### src/rtl/bitsim_pkg.sv
// bitsim_pkg: shared FSM state type and default operand width for the bit-serial datapath
package bitsim_pkg;
  localparam int DATA_WIDTH_DEF = 8;
  typedef enum logic {IDLE, SHIFT} state_t;
endpackage

### src/rtl/abs_sign_split.sv
// abs_sign_split: combinational split of a two's-complement word into sign and unsigned magnitude
//   data in  W  signed operand
//   sign out 1  1 = negative
//   mag  out W  |data| as unsigned; the most-negative value maps to 2^(W-1)
module abs_sign_split #(
  parameter int W = 8
) (
  input  logic [W-1:0] data,
  output logic         sign,
  output logic [W-1:0] mag
);
  assign sign = data[W-1];
  assign mag = sign ? -data : data;
endmodule

### src/rtl/signmag_bit_serializer.sv
// signmag_bit_serializer: streams |in_data| LSB-first one bit per beat with the sign held per word
//   clk, rst_n                   clock, async active-low reset
//   in_data/in_valid/in_ready    operand handshake
//   out_sign/out_bit/out_idx     current beat: word sign, magnitude bit, bit position
//   out_last/out_valid/out_ready beat framing and handshake
//   busy                         word in flight
module signmag_bit_serializer
  import bitsim_pkg::*;
#(
  parameter int DATA_WIDTH = DATA_WIDTH_DEF,
  parameter bit SKIP_ZERO_MSB = 1'b1,
  localparam int IDX_W = $clog2(DATA_WIDTH)
) (
  input  logic                  clk,
  input  logic                  rst_n,
  input  logic [DATA_WIDTH-1:0] in_data,
  input  logic                  in_valid,
  output logic                  in_ready,
  output logic                  out_sign,
  output logic                  out_bit,
  output logic [IDX_W-1:0]      out_idx,
  output logic                  out_last,
  output logic                  out_valid,
  input  logic                  out_ready,
  output logic                  busy
);
  state_t state_q, state_d;
  logic [DATA_WIDTH-1:0] mag_q, mag_in;
  logic [IDX_W-1:0] idx_q;
  logic sign_q, sign_in, last, fire, accept;
  abs_sign_split #(.W(DATA_WIDTH)) u_split (.data(in_data), .sign(sign_in), .mag(mag_in));
  assign busy = state_q == SHIFT;
  // mag_q shifts right each beat, so bit 0 is always the current beat and
  // everything above it is what remains to be sent
  assign last = SKIP_ZERO_MSB ? (mag_q >> 1) == '0 : idx_q == IDX_W'(DATA_WIDTH - 1);
  assign out_valid = busy;
  assign out_sign = busy & sign_q;
  assign out_bit = busy & mag_q[0];
  assign out_last = busy & last;
  assign out_idx = idx_q;
  assign fire = out_valid & out_ready;
  // accepting on the final beat lets the next word follow with no idle cycle
  assign in_ready = !busy | (fire & last);
  assign accept = in_valid & in_ready;
  always_comb begin
    state_d = state_q;
    state_d = accept ? SHIFT : (fire & last) ? IDLE : state_q;
  end
  always_ff @(posedge clk or negedge rst_n) begin
    if (!rst_n) begin
      state_q <= IDLE;
      mag_q <= '0;
      sign_q <= 1'b0;
      idx_q <= '0;
    end else begin
      state_q <= state_d;
      if (accept) begin
        mag_q <= mag_in;
        sign_q <= sign_in;
        idx_q <= '0;
      end else if (fire) begin
        mag_q <= mag_q >> 1;
        idx_q <= last ? '0 : idx_q + IDX_W'(1);
      end
    end
  end
endmodule

### config.mk
export PLATFORM = sky130hd
export DESIGN_NAME = signmag_bit_serializer
export DESIGN_NICKNAME = d
export VERILOG_FILES = /design/src/rtl/bitsim_pkg.sv /design/src/rtl/abs_sign_split.sv /design/src/rtl/signmag_bit_serializer.sv
export SDC_FILE = /design/constraint.sdc
export NUM_CORES = 1
export LEC_CHECK = 0
export ABC_AREA = 1
export ABC_CLOCK_PERIOD_IN_PS = 3200
export BUFFER_PORTS_ARGS = -buffer_cell sky130_fd_sc_hd__buf_2
export CORE_MARGIN = 2
export CORE_UTILIZATION = 56
export CTS_CLUSTER_SIZE = 40
export DETAILED_ROUTE_END_ITERATION = 7
export GPL_TIMING_DRIVEN = 0
export PLACE_DENSITY = 0.8
export SLEW_MARGIN = 40
export SYNTH_ARGS = -nofsm -noshare
export SYNTH_HDL_FRONTEND = slang
export SYNTH_SLANG_ARGS = --single-unit
### constraint.sdc
create_clock -name clk -period 3.2 [get_ports clk]
set_input_delay 0.64 -clock clk [delete_from_list [all_inputs] [get_ports clk]]
set_output_delay 0.64 -clock clk [all_outputs]
set_load 0.005 [all_outputs]
==> flow_summary.toml <==
[synthesis]
async_reset_ff_share_pct = 100
ys.flop_type = "dfrtp_1"
ys_warn_count = 0
netlist_area_um2 = 920
ys_ff_latch = 13
synthTopCellsByArea = "dfrtp_1 (35%), nand2_1 (19%), nand3_1 (11%)"
synth_edf_count = 0
avgSynthCellArea_um2 = 6.86
syn_inst = 134
yosysSeqAreaShare_pct = 35.4
synth.top_cell.area_share_pct = 35.4
synth_cell_types = 22
yosys.area.top_type = "dfrtp_1"
yosys-top-cells-count = "nand2_1 (47), nand3_1 (21), inv_1 (17)"
yosysMostFrequentCell = "nand2_1"
syn_nets = 148

[route]
vias = 872
vias_per_cell = 5.04
routedWlPerCell_um = 10.9
ant_nets = 0
drcViolationCount = 0
dr.pass1.iters = 4
wl_um = 1880
drt_iter0_drc = 9

[critical_path]
crit_start = "busy"
cp-end-kind = "output pin"
critPathLaunchType = "register"
path_max_fanout = 10
required_ns = 2.56
r2r_slack_ns = 1.90
crit_arrival_ns = 1.32
crit_family = "flip-flops"
path_class = "register to output pin"
max_stage_delay_ns = 0.38
r2r_start = "mag_q[1]"
critPathBufInv = 2
path_cells = "buf_6 > nand2_2 > nand3b_4 > nand2_4 > buf_2"
crit_slowest_cell = "dfrtp_1"

[clock_tree]
post_cts_buffers = 0
holdBufCountCts = 0
cts_root_buf = "clkbuf_4"
path_clk_slew_ns = 0.08
insertion_delay_ns = 0.28
clock_tree.buffer_depth = 2
cts_tree = "yes"
numCtsBuffers = 3
h-tree-depth = 1
cts_num_sinks = 13
cts_resized = 0

[floorplanning]
die-area_um2 = 1980
initial_utilization_pct = 60.3
std_cell_rows = 14
core_area_um2 = 1520
pin_count = 21
die-width_um = 44.5
die_h_um = 44.5

[sta]
rsz0062_at_grt = "false"
fin_crit_sh_pct = 61.3
tightest_slew_ns = 0.326
slew_violations = 0
fmaxAchievable_ghz = 0.510
slew_headroom_pct = 78.2
finalHoldViolCount = 0
setup_tns_ns = 0
fin_skew_ns = 0.00685
period_needed_ns = 1.96
setup_viol = 0

[finish]
final_nets = 172
layout-drive-gt1-share_pct = 24.2
area_delta_synth_final_pct = 15.4
antennaDiodeCount = 0

[power]
power_w = 0.000788
ir_drop_v = 0.000495
leakage_nw = 0.653
power.density_nw_per_um2 = 742

[hold_path]
hold_class = "input pin to async pin"

[place]
gp_congestion = 0.795
place.port_buffers = 19
dpl.hpwl_um = 1470

[grt]
grt.overflow.total = 0
track_usage_pct = 23.4
grt_max_degree = 14
grt_pass1_wl_um = 3360
grt_pass1_vias = 842
grt_antenna_before_repair = 0

[job]
drv_cap = 0

[status]
outcome = "finished clean"
==> layout make-up <==
cell class	count	area, um^2
well taps	16	20.0
repair buffers	19	95.1
clock buffers	4	26.3
inverters	22	85.1
plain buffers	4	35.0
flip-flops and latches	13	325
multi-input cells	95	474
fillers	145	463
==> logic make-up (layout without fill, tap and decap cells) <==
group	count (synthesis)	after routing	synth area share [%]
simple gates	85	85	42.3
buf+inv	26	49	13.1
flops	13	13	35.4
compound gates	6	6	4.63
fa+ha+maj	2	2	2.72
xor+xnor	2	2	1.91
==> worst reg2reg max path: stages, from the launching register on <==
cell and delay (ns):
dfrtp_1 0.40, nor2_1 0.11, nand2_1 0.07, inv_2 0.09, nand2_2 0.07, nand2_1 0.07, nand3_2 0.17, nand2_1 0.11
nand3_1 0.07, nand2_1 0.08
==> worst paths after layout <==
check                           cells after the start  endpoint
worst max-delay path                                5  in_ready
worst min-delay path                                1      busy
worst max register to register                      9  mag_q[0]
worst min register to register                      2    sign_q
max in group asynchronous                           1  mag_q[2]
min in group clk                                    2    sign_q
==> registers in the layout, indices dropped and copies added (netlist names) <==
signal	count
busy	1
mag_q	8
out_idx	3
sign_q	1
==> through the flow <==
step | setup WS [ns] | utilization (%) | hold WS [ns] | instances | cell area (um^2)
after CTS | 1.23 | 69.6 | 0.236 | 173 | 1060
after detailed placement | 1.33 | 67.9 | 0.459 | 169 | 1030
after floorplan | 1.60 | - | 0.344 | 134 | 920
final | 1.24 | 69.6 | 0.232 | 173 | 1060
after global placement | 1.33 | 67.9 | 0.456 | 169 | 1030
after global routing | 1.14 | 69.6 | 0.249 | 173 | 1060
==> per-layer routing <==
layer  vias to the layer above  track usage, %  share of wire, %
li1                        456               -                 -
met1                       393            28.3                45
met2                        19            38.3                50
met3                         4            6.12               3.6
met4                         0            11.5               1.5
met5                         -               0                 0
==> power breakdown <==
part	switching (W)	internal, W	total, W
Clock	0.0000544	0.0000484	0.000103
Sequential	0.0000442	0.000226	0.000270
Combinational	0.000247	0.000168	0.000415
Total	0.000345	0.000442	0.000788
==> layout by cell type (no fill, tap or decap) <==
master / count
nor2_1: 9
inv_4: 1
inv_2: 4
o21ai_0: 3
o22ai_1: 1
inv_1: 17
buf_6: 2
clkbuf_4: 3
nand2_4: 1
nand3_2: 1
or2_0: 1
nand2_1: 47
buf_4: 1
dfrtp_1: 13
nand2_2: 3
buf_2: 20
nand3b_4: 1
xor2_1: 2
clkbuf_1: 1
nand3b_1: 1
o21ai_4: 1
ha_1: 2
a21oi_1: 1
nand3_1: 21
Power figures use the tool's default switching activity.
